## src/rtl/bp_update_scheduler_if.sv

```systemverilog
// Port bundle between the branch-predictor update scheduler, fetch/commit and the PHT write port.
interface bp_update_scheduler_if #(
  parameter int PHT_INDEX_WIDTH = 11,
  parameter int CNT_WIDTH       = 2,
  parameter int QUEUE_DEPTH     = 4
);
  logic                             lookup_req;
  logic                             lookup_stall;
  logic                             upd_valid;
  logic                             upd_ready;
  logic [PHT_INDEX_WIDTH-1:0]       upd_index;
  logic                             upd_taken;
  logic [CNT_WIDTH-1:0]             upd_prev_cnt;
  logic                             pht_we;
  logic [PHT_INDEX_WIDTH-1:0]       pht_waddr;
  logic [CNT_WIDTH-1:0]             pht_wdata;
  logic                             init_busy;
  logic [$clog2(QUEUE_DEPTH):0]     q_count;

  modport master (
    output lookup_req, upd_valid, upd_index, upd_taken, upd_prev_cnt,
    input  lookup_stall, upd_ready, pht_we, pht_waddr, pht_wdata, init_busy, q_count
  );

  modport slave (
    input  lookup_req, upd_valid, upd_index, upd_taken, upd_prev_cnt,
    output lookup_stall, upd_ready, pht_we, pht_waddr, pht_wdata, init_busy, q_count
  );
endinterface

```

## src/rtl/bp_update_scheduler.sv

```systemverilog
// PHT write-port owner: post-reset init sweep, queued counter updates with forwarding,
// lookup-priority arbitration with a starvation guard. Includes a protocol checker module.
module bp_update_scheduler #(
  parameter int PHT_ENTRY_NUM   = 2048,
  parameter int PHT_INDEX_WIDTH = 11,
  parameter int CNT_WIDTH       = 2,
  parameter int QUEUE_DEPTH     = 4,
  parameter int STARVE_LIMIT    = 8
) (
  input logic                  clk,
  input logic                  rst,
  bp_update_scheduler_if.slave bus
);
  localparam int AW  = $clog2(QUEUE_DEPTH);
  localparam int QCW = AW + 1;
  localparam int SW  = $clog2(STARVE_LIMIT + 1);
  localparam logic [CNT_WIDTH-1:0]       CNT_WNT    = CNT_WIDTH'((1 << (CNT_WIDTH - 1)) - 1);
  localparam logic [CNT_WIDTH-1:0]       CNT_MAX    = {CNT_WIDTH{1'b1}};
  localparam logic [CNT_WIDTH-1:0]       CNT_ZERO   = {CNT_WIDTH{1'b0}};
  localparam logic [PHT_INDEX_WIDTH-1:0] LAST_IDX   = PHT_INDEX_WIDTH'(PHT_ENTRY_NUM - 1);
  localparam logic [QCW-1:0]             Q_FULL     = QCW'(QUEUE_DEPTH);
  localparam logic [SW-1:0]              STARVE_MAX = SW'(STARVE_LIMIT);

  typedef enum logic [0:0] {ST_INIT = 1'b0, ST_RUN = 1'b1} state_t;

  state_t                     state_r, state_s;
  logic [PHT_INDEX_WIDTH-1:0] sweep_ptr_r;
  logic [AW-1:0]              rd_ptr_r, wr_ptr_r;
  logic [QCW-1:0]             q_count_r, q_count_s;
  logic [SW-1:0]              starve_r;
  logic                       upd_ready_r;
  logic [PHT_INDEX_WIDTH-1:0] mem_idx_r [QUEUE_DEPTH];
  logic [CNT_WIDTH-1:0]       mem_cnt_r [QUEUE_DEPTH];

  logic                       pht_we_s, lookup_stall_s, enq_s, deq_s, fwd_hit_s;
  logic [PHT_INDEX_WIDTH-1:0] pht_waddr_s;
  logic [CNT_WIDTH-1:0]       pht_wdata_s, fwd_cnt_s, base_cnt_s, new_cnt_s;

  function automatic logic [CNT_WIDTH-1:0] sat_update(input logic [CNT_WIDTH-1:0] cnt,
                                                       input logic taken);
    if (taken) begin
      sat_update = (cnt == CNT_MAX) ? cnt : cnt + CNT_WIDTH'(1);
    end else begin
      sat_update = (cnt == CNT_ZERO) ? cnt : cnt - CNT_WIDTH'(1);
    end
  endfunction

  // Forwarding: scan oldest to youngest so the youngest matching queued entry wins
  always_comb begin
    fwd_hit_s = 1'b0;
    fwd_cnt_s = CNT_ZERO;
    for (int k = 0; k < QUEUE_DEPTH; k++) begin
      logic m;
      m = (QCW'(k) < q_count_r) && (mem_idx_r[rd_ptr_r + AW'(k)] == bus.upd_index);
      fwd_hit_s = fwd_hit_s | m;
      fwd_cnt_s = m ? mem_cnt_r[rd_ptr_r + AW'(k)] : fwd_cnt_s;
    end
    base_cnt_s = fwd_hit_s ? fwd_cnt_s : bus.upd_prev_cnt;
    new_cnt_s  = sat_update(base_cnt_s, bus.upd_taken);
  end

  // Next state, port arbitration and FIFO handshake decode
  always_comb begin
    state_s        = state_r;
    pht_we_s       = 1'b0;
    pht_waddr_s    = {PHT_INDEX_WIDTH{1'b0}};
    pht_wdata_s    = CNT_ZERO;
    lookup_stall_s = 1'b0;
    enq_s          = 1'b0;
    deq_s          = 1'b0;
    if (rst) begin
      state_s = ST_INIT;
    end else begin
      case (state_r)
        ST_INIT: begin
          pht_we_s       = 1'b1;
          pht_waddr_s    = sweep_ptr_r;
          pht_wdata_s    = CNT_WNT;
          lookup_stall_s = bus.lookup_req;
          state_s        = (sweep_ptr_r == LAST_IDX) ? ST_RUN : ST_INIT;
        end
        ST_RUN: begin
          enq_s          = bus.upd_valid & upd_ready_r;
          deq_s          = (q_count_r != QCW'(0)) &&
                           (!bus.lookup_req || (starve_r == STARVE_MAX));
          pht_we_s       = deq_s;
          pht_waddr_s    = deq_s ? mem_idx_r[rd_ptr_r] : {PHT_INDEX_WIDTH{1'b0}};
          pht_wdata_s    = deq_s ? mem_cnt_r[rd_ptr_r] : CNT_ZERO;
          lookup_stall_s = deq_s & bus.lookup_req;
        end
        default: state_s = ST_INIT;
      endcase
    end
    q_count_s = q_count_r + QCW'(enq_s) - QCW'(deq_s);
  end

  // Control registers: state, sweep pointer, FIFO pointers, occupancy, starvation, ready
  always_ff @(posedge clk or posedge rst) begin
    if (rst) begin
      state_r     <= ST_INIT;
      sweep_ptr_r <= {PHT_INDEX_WIDTH{1'b0}};
      rd_ptr_r    <= AW'(0);
      wr_ptr_r    <= AW'(0);
      q_count_r   <= QCW'(0);
      starve_r    <= SW'(0);
      upd_ready_r <= 1'b0;
    end else begin
      state_r     <= state_s;
      sweep_ptr_r <= (state_r == ST_INIT) ? sweep_ptr_r + PHT_INDEX_WIDTH'(1) : sweep_ptr_r;
      rd_ptr_r    <= deq_s ? rd_ptr_r + AW'(1) : rd_ptr_r;
      wr_ptr_r    <= enq_s ? wr_ptr_r + AW'(1) : wr_ptr_r;
      q_count_r   <= q_count_s;
      // A head that is not dequeued while present must be waiting on a lookup
      starve_r    <= (deq_s || (q_count_r == QCW'(0))) ? SW'(0) : starve_r + SW'(1);
      upd_ready_r <= (state_s == ST_RUN) && (q_count_s < Q_FULL);
    end
  end

  // FIFO payload storage
  always_ff @(posedge clk or posedge rst) begin
    if (rst) begin
      for (int k = 0; k < QUEUE_DEPTH; k++) begin
        mem_idx_r[k] <= {PHT_INDEX_WIDTH{1'b0}};
        mem_cnt_r[k] <= CNT_ZERO;
      end
    end else if (enq_s) begin
      mem_idx_r[wr_ptr_r] <= bus.upd_index;
      mem_cnt_r[wr_ptr_r] <= new_cnt_s;
    end else begin
      mem_idx_r[wr_ptr_r] <= mem_idx_r[wr_ptr_r];
    end
  end

  assign bus.pht_we       = pht_we_s;
  assign bus.pht_waddr    = pht_waddr_s;
  assign bus.pht_wdata    = pht_wdata_s;
  assign bus.lookup_stall = lookup_stall_s;
  assign bus.upd_ready    = upd_ready_r;
  assign bus.init_busy    = (state_r == ST_INIT);
  assign bus.q_count      = q_count_r;
endmodule


```

## src/flat_wrapper.sv

```systemverilog
// flat-port wrapper written by rule: the top's interface ports become plain ports
module bp_update_scheduler_flat 
#(
  parameter int PHT_ENTRY_NUM   = 2048,
  parameter int PHT_INDEX_WIDTH = 11,
  parameter int CNT_WIDTH       = 2,
  parameter int QUEUE_DEPTH     = 4,
  parameter int STARVE_LIMIT    = 8
)
  (clk, rst, bus_lookup_req, bus_upd_valid, bus_upd_index, bus_upd_taken, bus_upd_prev_cnt, bus_lookup_stall, bus_upd_ready, bus_pht_we, bus_pht_waddr, bus_pht_wdata, bus_init_busy, bus_q_count);
  bp_update_scheduler_if #(.PHT_INDEX_WIDTH(PHT_INDEX_WIDTH), .CNT_WIDTH(CNT_WIDTH), .QUEUE_DEPTH(QUEUE_DEPTH)) bus_i ();
  input logic clk;
  input logic rst;
  input wire logic [$bits(bus_i.lookup_req)-1:0] bus_lookup_req;
  input wire logic [$bits(bus_i.upd_valid)-1:0] bus_upd_valid;
  input wire logic [$bits(bus_i.upd_index)-1:0] bus_upd_index;
  input wire logic [$bits(bus_i.upd_taken)-1:0] bus_upd_taken;
  input wire logic [$bits(bus_i.upd_prev_cnt)-1:0] bus_upd_prev_cnt;
  output wire logic [$bits(bus_i.lookup_stall)-1:0] bus_lookup_stall;
  output wire logic [$bits(bus_i.upd_ready)-1:0] bus_upd_ready;
  output wire logic [$bits(bus_i.pht_we)-1:0] bus_pht_we;
  output wire logic [$bits(bus_i.pht_waddr)-1:0] bus_pht_waddr;
  output wire logic [$bits(bus_i.pht_wdata)-1:0] bus_pht_wdata;
  output wire logic [$bits(bus_i.init_busy)-1:0] bus_init_busy;
  output wire logic [$bits(bus_i.q_count)-1:0] bus_q_count;
  assign bus_i.lookup_req = bus_lookup_req;
  assign bus_i.upd_valid = bus_upd_valid;
  assign bus_i.upd_index = bus_upd_index;
  assign bus_i.upd_taken = bus_upd_taken;
  assign bus_i.upd_prev_cnt = bus_upd_prev_cnt;
  assign bus_lookup_stall = bus_i.lookup_stall;
  assign bus_upd_ready = bus_i.upd_ready;
  assign bus_pht_we = bus_i.pht_we;
  assign bus_pht_waddr = bus_i.pht_waddr;
  assign bus_pht_wdata = bus_i.pht_wdata;
  assign bus_init_busy = bus_i.init_busy;
  assign bus_q_count = bus_i.q_count;
  bp_update_scheduler #(.PHT_ENTRY_NUM(PHT_ENTRY_NUM), .PHT_INDEX_WIDTH(PHT_INDEX_WIDTH), .CNT_WIDTH(CNT_WIDTH), .QUEUE_DEPTH(QUEUE_DEPTH), .STARVE_LIMIT(STARVE_LIMIT)) u_core (.clk(clk), .rst(rst), .bus(bus_i));
endmodule
```

## config.mk

```make
export PLATFORM = sky130hd
export DESIGN_NAME = bp_update_scheduler_flat
export DESIGN_NICKNAME = d
export VERILOG_FILES = /design/src/rtl/bp_update_scheduler_if.sv /design/src/rtl/bp_update_scheduler.sv /design/src/flat_wrapper.sv
export SDC_FILE = /design/constraint.sdc
export NUM_CORES = 1
export LEC_CHECK = 0
export CORE_ASPECT_RATIO = 2
export CORE_MARGIN = 5
export CORE_UTILIZATION = 25
export DETAILED_ROUTE_END_ITERATION = 16
export SLEW_MARGIN = 10
export SYNTH_ARGS = -nofsm -noshare
export SYNTH_HDL_FRONTEND = slang
export SYNTH_SLANG_ARGS = --single-unit
```

## constraint.sdc

```tcl
create_clock -name clk -period 3.45 [get_ports clk]
set_input_delay 0.345 -clock clk [delete_from_list [all_inputs] [get_ports clk]]
set_output_delay 0.345 -clock clk [all_outputs]
set_load 0.1 [all_outputs]
```

==> results of run 1 <==
## cell usage after synthesis (all sizes together), types with 2 or more instances
master and count:
o22ai 8, ha 11, clkbuf 24, nand4 9
and2 4, nand2 19, a211oi 4, a221oi 3
a22o 11, o21ai 9, nor2 73, xor2 20
and4b 2, nand3 4, a21oi 52, a22oi 2
nor4 6, mux4 15, buf 15, or4 2
xnor2 35, dfrtp 76, o2111ai 3, mux2i 73
inv 15, or2 4, maj3 2, o21a 2
mux2 16, nor3 3, o31a 2, o31ai 3
## per-layer routing
| metal | global-route usage (%) | vias to the layer above |
|---|---|---|
| met5 | 0 | - |
| met4 | 9.19 | 0 |
| li1 | - | 2086 |
| met3 | 2.31 | 76 |
| met1 | 14.4 | 2209 |
| met2 | 24.5 | 168 |
## power by group through the flow
stage / Clock [mW] / Sequential, mW / Combinational (mW)
finish: 0.975 / 1.05 / 0.822
global route: 1.04 / 1.06 / 0.874
CTS: 1.00 / 1.05 / 0.789
detailed placement: 0 / 1.07 / 0.783
global placement: 0 / 1.07 / 0.781
floorplan: 0 / 1.09 / 0.501
## sequential cells by signal, summed over array words and instances (netlist names)
signal	flops
u_core.bus.q_count	3
u_core.starve_r	4
u_core.wr_ptr_r	2
u_core.mem_cnt_r	8
u_core.sweep_ptr_r	11
u_core.rd_ptr_r	2
u_core.state_r	1
u_core.mem_idx_r	44
u_core.bus.upd_ready	1
## worst paths after layout
kind                                         start               endpoint  slack [ns]  depth (start not counted)
worst max-delay path            u_core.rd_ptr_r[1]    u_core.mem_cnt_r[7]        0.05                         10
worst min-delay path            u_core.starve_r[0]     u_core.starve_r[0]        0.49                          1
worst max register to register  u_core.rd_ptr_r[1]    u_core.mem_cnt_r[7]        0.05                         10
worst min register to register  u_core.starve_r[0]     u_core.starve_r[0]        0.49                          1
max in group asynchronous                      rst     u_core.rd_ptr_r[0]        2.00                          3
min in group asynchronous                      rst  u_core.sweep_ptr_r[0]        0.76                          3
## layout make-up
class | instances | area, um^2
fillers | 2180 | 14100
multi-input cells | 411 | 3370
flip-flops and latches | 76 | 1910
repair buffers | 93 | 976
well taps | 269 | 337
clock buffers | 11 | 243
clock inverters | 5 | 61.3
inverters | 16 | 60.1
## kinds of logic (layout without fill, tap and decap cells)
kind of cell    count (synthesis)  count (layout)  share of synthesized area [%]
fa+ha+maj                      14              14                           3.37
mux                           104             104                           23.5
compound gates                107             107                           12.6
flops                          76              76                           35.6
simple gates                  131             131                           11.3
xor+xnor                       55              55                           9.01
buf+inv                        55             125                           4.68
## what timing repair did
item	CTS	global route
setup buffers	0	4
endpoints found under the setup margin	0	8
resized for setup	0	34
## per-stage QoR
stage                     instances  hold WS [ns]
after floorplan                 542         0.411
after CTS                       875         0.496
after detailed placement        859         0.488
after global routing            881         0.513
after global placement          859         0.482
final                           881         0.486
==> metrics list, run 1 <==
- Crit path cell chain: buf_12, mux2_2, and3_1, a311oi_1, o2111ai_1, or4_4, a31o_1, o31a_1, maj3_2, mux2_2
* Final Total Pwr: 2.85 mW
* Clock tree from TritonCTS: built
- On the critical path the largest part of the delay comes from compound AO/OA/AOI/OAI gates.
* Number of buffers and inverters on the critical path: 1
* Headroom to the max-slew limit: between 20% and 30%
* Max Freq: slightly below 300 MHz
- The detail route stage leaves a number of antenna-violating nets equal to 0.
- Total count of hold-check failures in the final report: 0
- Met3 routed wirelength: ~720 um
* Met2 wire len: between 8 and 9 mm
- The critical path is of the register to register type.
- Placement Cell Area: 6390 um^2
* Number of max-capacitance violations reported: 0
- The initialized floorplan defines 75 standard-cell rows.
- The final layout contains routed wiring with a total length of between 15 and 20 mm.
* Worst-case vdd ir drop: 0.000484 V
- The clock drives 76 sinks.
- In this run, synthesis inferred 0 flip-flops with an integrated enable.
- Worst EP required: between 3 and 4 ns
- Most used cells in the layout excluding fill and tap cells: sky130_fd_sc_hd__nor2_1, sky130_fd_sc_hd__dfrtp_1, sky130_fd_sc_hd__mux2i_1
- Pwr Density: approximately 400 nW/um^2
- The worst path needs approximately 3.4 ns of the cycle, external delays included.
- Fraction of final layout cells with drive strength greater than 1: 25.5%
* Last weighted congestion value of the routability-driven placer: between 0.8 and 0.9
- For the pin with the worst max-slew slack, the measured transition is around 1.1 ns.
* Number of I/O port buffers: 37
* CP max stage cell: sky130_fd_sc_hd__or4_4
- In the routed design, unresolved DRC markers number 0.
* CTS H-tree lvls: 3
- Yosys attributes the largest share of cell area to sky130_fd_sc_hd__dfrtp_1, sky130_fd_sc_hd__mux2i_1, sky130_fd_sc_hd__mux4_2, sky130_fd_sc_hd__xnor2_1, sky130_fd_sc_hd__nor2_1.
- The number of antenna diodes in the final layout is 0.
- CTS placed an instance of sky130_fd_sc_hd__clkbuf_16 at the clock tree root.
- Per report_power, the combinational group accounts for between 20% and 30% of the total.
* Total overflow reported by the global router: 0
- When the netlist entered floorplanning its net count stood at ~570.
- Summed over its instances, the top area cell type makes up a little over a third of the synthesized netlist area.
* Clock slew seen by the registers of the worst setup and hold paths: 0.06 ns
- Starting Density: between 20% and 30%
- Clock buffers created by TritonCTS: 9
- Synth Cell Area: around 5300 um^2
* Standby leakage power: approximately 2.8 nW
* Vias: between 4,000 and 5,000
- Worst endpoint data arrival time: ~3.6 ns
* Cell variety after synth: 55
- Number of nets in the layout: between 600 and 700
* Dominant synthesized flop cell: sky130_fd_sc_hd__dfrtp_1
* Critical path capture point type: register
* Share of the clock period used by the worst path: about 98%
- Setup violations remaining at the end of the flow were counted as 0.
- The clock passes through at most 2 buffers.
- Sum of routed wire segments on met1: 5.97 mm
- Cell area after layout: 6950 um^2
* Iteration-0 DRC count of the detailed router: 330
* Topmost layer with routed signal wires: met4
* Core box area: between 20,000 and 25,000 um^2
* Post-synth ARST share: between 90% and 100%
- Post-Synthesis Mean Instance Area: roughly 9.9 um^2
* Clock latency reported for the late side of the worst-skew pair: between 0.3 and 0.4 ns
- The share of total power dissipated in the clock network is about a third.
- Final setup skew: approximately 0.013 ns
- Final core area utilization: around 33%
- Design internal power: approximately 1.9 mW
- Along the worst path, the maximum fanout reaches 13.
* Post-synthesis sequential area ratio: between 30% and 40%
- Dividing the detail-routed wire length by the instance count gives 18.9 um.
* Net Sw Power: ~0.97 mW
* Cell mode on critical path: sky130_fd_sc_hd__mux2_2
- The number of global-route vias before repair was between 4,000 and 5,000.
- Entering global routing, the biggest net connects a little under 80 pins.
- During synthesis, Yosys emitted a total of 0 warnings.
- Sum of negative setup slack: 0 ns
- Before CTS, the worst setup slack after placement is 0.00945 ns.
* First-pass GRT wire length: around 26 mm
- Pin placement for this block handled 38 I/O pins.
* Global Route Usage Sum: between 10% and 20%
- Compared with the post-synthesis result, the final layout area differs by 30.0%.
* Min-delay worst type: register to register
- The biggest area contributor in the post-synthesis netlist is sky130_fd_sc_hd__dfrtp_1.
* Die Area: between 20,000 and 25,000 um^2
- Number of instances in the synthesized netlist: around 540
- Number of detailed-route iterations in the first pass: 5
- Buffers inserted to repair hold after CTS numbered 0.
- Setup slack on the critical path of the routed design comes to 0.0522 ns.
- Sort of element at the start of the critical path: register
- Sequential fraction of design power: roughly 37%
- CP peak stage delay: about 0.5 ns
* Die Wd: around 110 um
* Unrepaired setup endpoints after global routing: yes
* Number of antenna violations at the first check in global routing: 0
* Register bit total from synthesis: 76
- After legalization and detailed placement, the total HPWL measured ~12 mm.
* Vertical die dimension: roughly 220 um
- Net switching is approximately a third of the power.
- In the routed layout, each cell is associated on average with a via count of roughly 5.2.
- The total count of max-transition violations in the final report came to 0.
- The run finished with clean final reports.
(Power assumes the default switching activity.)
==> run 2: changes to the inputs <==
--- a/config.mk
+++ b/config.mk
@@ -9,6 +9,7 @@
 export CORE_MARGIN = 5
 export CORE_UTILIZATION = 25
 export DETAILED_ROUTE_END_ITERATION = 16
+export SKIP_CTS_REPAIR_TIMING = 1
 export SLEW_MARGIN = 10
 export SYNTH_ARGS = -nofsm -noshare
 export SYNTH_HDL_FRONTEND = slang
==> results of run 2 <==
No change in the layout: final DEF, timing and power equal those of run 1.
==> run 3: changes to the inputs <==
==> constraint.sdc (replaced) <==
create_clock -name clk -period 4.07 [get_ports clk]
set_input_delay 0.6105 -clock clk [delete_from_list [all_inputs] [get_ports clk]]
set_output_delay 0.6105 -clock clk [all_outputs]
set_load 0.1 [all_outputs]
==> metrics list, run 3 (synthesis gave the netlist of run 1 again) <==
* Result of the run: finished, final reports clean
* Switching share of power: 34.8%
- The H-tree was split into 3 levels.
* DRC Markers: 0
- Clock tree from TritonCTS: built
- Setup slack closes at 0.505 ns.
- Max FFs per register: 44
- Together, buffers and inverters on the worst path number 1.
- Actual transition at the worst max-transition pin: around 1.1 ns
- In this design, the largest share of critical-path delay is due to multiplexers.
- Measured on the finished design, the core utilization comes to between 20% and 30%.
- Summed over all nets, the switching power comes to around 0.80 mW.
- Setup repair after global routing left no endpoint under its margin.
* Design internal power: ~1.5 mW
- Logic depth of the worst path, buffers included: 10
* Critical path capture point type: register
- The worst pin sits at a relative slew slack of between 20% and 30%.
- CP peak stage delay: ~0.55 ns
* Die Wd: roughly 110 um
* Clock slew seen by the registers of the worst setup and hold paths: 0.07 ns
- Post-Place Worst Slack: around 0.24 ns
- After detailed placement, the total cell area comes to ~6000 um^2.
- Antenna viol nets, final: 0
* Iteration-0 DRC count of the detailed router: 325
- Number of max-capacitance violations reported: 0
- Reg2reg path depth: 10
* Crit path cell chain: buf_12, mux2i_1, mux2i_1, xor2_1, nor4_1, nand4_1, o41ai_1, o31ai_1, maj3_2, mux2_2
- Worst EP required: 4.29 ns
- Combinational logic burns around 26% of the power.
* Count of pins on the block boundary: 38
* Total overflow reported by the global router: 0
- Via count of the first global-routing pass: approximately 4,400
* Register name with the most flops: u_core.mem_idx_r
* Category of the critical setup timing path: register to register
- The die is around 220 um tall.
- Entering global routing, the biggest net connects slightly below 80 pins.
- Post-route insts no fill: 840
- Max Freq: around 280 MHz
- The worst path needs ~3.6 ns of the cycle, external delays included.
* Standby leakage power: about 2.5 nW
* Filler Cells Inserted: 2,258
* Worst endpoint data arrival time: about 3.8 ns
- CP max stage cell: sky130_fd_sc_hd__o41ai_1
- The first detailed-routing pass ran for 5 iterations.
- Root buf cell: sky130_fd_sc_hd__clkbuf_16
- In this run the core area contains 75 standard-cell rows.
- In this design, the critical path's most frequently occurring cell is sky130_fd_sc_hd__mux2i_1.
- Max-slew violation total from the final report: 0
- Input and output buffers added on the ports amount to 37.
- Biggest registers after layout: u_core.mem_idx_r: 44 flops, u_core.sweep_ptr_r: 11 flops, u_core.mem_cnt_r: 8 flops
- Most frequent standard cell in the layout excluding fill and tap cells: sky130_fd_sc_hd__dfrtp_1
- Vias: 4,274
* Clock latency reported for the late side of the worst-skew pair: 0.35 ns
- Starting Density: ~25%
- Total count of hold-check failures in the final report: 0
- Last weighted congestion value of the routability-driven placer: 0.897
- Placed insts: ~820
- Global routing consumed, over all layers together, 13.0% of the routing resources.
- Clock buffers created by TritonCTS: 9
* Routed Wire Length: 15.5 mm
- The wire-length estimate of the detail-placed layout is 11.6 mm.
- Sort of element at the start of the critical path: register
- In this run the standard cell core region covers around 21,000 um^2.
- Share of the clock period used by the worst path: roughly 90%
- Relative to the synthesized area, the layout overhead comes to 17.4%.
* Min-delay worst type: register to register
- Clock group share of total power: between 30% and 40%
- With fillers left out, the area of the finished cells amounts to about 6300 um^2.
- Most used cells in the layout excluding fill and tap cells: sky130_fd_sc_hd__dfrtp_1, sky130_fd_sc_hd__nor2_1, sky130_fd_sc_hd__mux2i_1
- Final setup skew: 0.0108 ns
* Number of antenna violations at the first check in global routing: 0
* Post-DR wirelength/cell: 18.5 um
- For this run, the post-layout net count is ~600.
- CTS sink count: 76
* Sum of negative setup slack: 0 ns
* Critical path fanouts, max: 34
- Final antenna diode count: 0
* Buffer levels on the longest clock path: 2
- Pwr Density: between 300 and 400 nW/um^2
* Die Area: about 25,000 um^2
* Fraction of final layout cells with drive strength greater than 1: approximately 16%
* Sequential fraction of design power: roughly two fifths
* Hold Path Cell Cnt: 1
- First-pass GRT wire length: 24.6 mm
- Number of failing setup endpoints in the final timing report: 0
- Worst-case vdd ir drop: around 0.00028 V
- Using the TritonRoute via totals, the vias-per-cell ratio works out to roughly 5.1.
-- run 3: cell count changes in the layout (fill, tap and decap cells not counted), moves of 7 or more --
| cell | before | now |
|---|---|---|
| sky130_fd_sc_hd__mux2i_4 | 7 | 0 |
| sky130_fd_sc_hd__mux2i_2 | 10 | 2 |
| sky130_fd_sc_hd__buf_12 | 15 | 3 |
| sky130_fd_sc_hd__mux2i_1 | 56 | 71 |
| sky130_fd_sc_hd__buf_4 | 54 | 27 |
-- run 3: final timing paths --
check	startpoint	endpoint	slack, ns
max reg2reg	u_core.rd_ptr_r[1]	u_core.mem_cnt_r[2]	0.50
min in group asynchronous	rst	u_core.sweep_ptr_r[0]	1.04
max	u_core.rd_ptr_r[1]	u_core.mem_cnt_r[2]	0.50
min	u_core.starve_r[0]	u_core.starve_r[0]	0.50
max in group asynchronous	rst	u_core.rd_ptr_r[1]	2.33
min reg2reg	u_core.starve_r[0]	u_core.starve_r[0]	0.50
-- run 3: per-stage QoR --
stage | total power, mW | hold slack, ns
2_1_floorplan | 1.35 | 0.450
3_3_place_gp | 1.49 | 0.486
3_5_place_dp | 1.50 | 0.486
4_1_cts | 2.33 | 0.494
5_1_grt | 2.39 | 0.512
6_report | 2.29 | 0.495
-- run 3: layout make-up --
class / count / area, um^2 / share of cell area [%]
clock buffer: 10 / 229 / 3.65
clock inverter: 6 / 71.3 / 1.14
inverter: 16 / 60.1 / 0.957
multi-input combinational: 411 / 3190 / 50.9
sequential: 76 / 1900 / 30.3
tap: 269 / 337 / 5.36
timing repair buffer: 52 / 483 / 7.69
-- run 3: worst reg2reg max path, delay by kind of cell (launching register included) --
kind	cells	cell delay, ns
flops	1	0.41
buf+inv	1	0.25
mux	3	0.96
simple gates	2	0.58
fa+ha+maj	1	0.36
xor+xnor	1	0.20
compound gates	2	0.69
-- run 3: power groups by stage --
stage	registers, mW	clock network [mW]	logic (mW)
global placement	0.901	0	0.588
finish	0.889	0.813	0.593
CTS	0.889	0.844	0.597
floorplan	0.924	0	0.424
detailed placement	0.903	0	0.593
global route	0.899	0.863	0.631
-- run 3: per-layer routing --
layer  track usage, %  vias to the layer above  share of wire [%]
met5                0                        -                  0
met4             7.10                        0                4.2
met3             2.47                       35                3.8
met2             24.5                      131                 56
met1             13.2                     2105                 36
li1                 -                     2003                  -
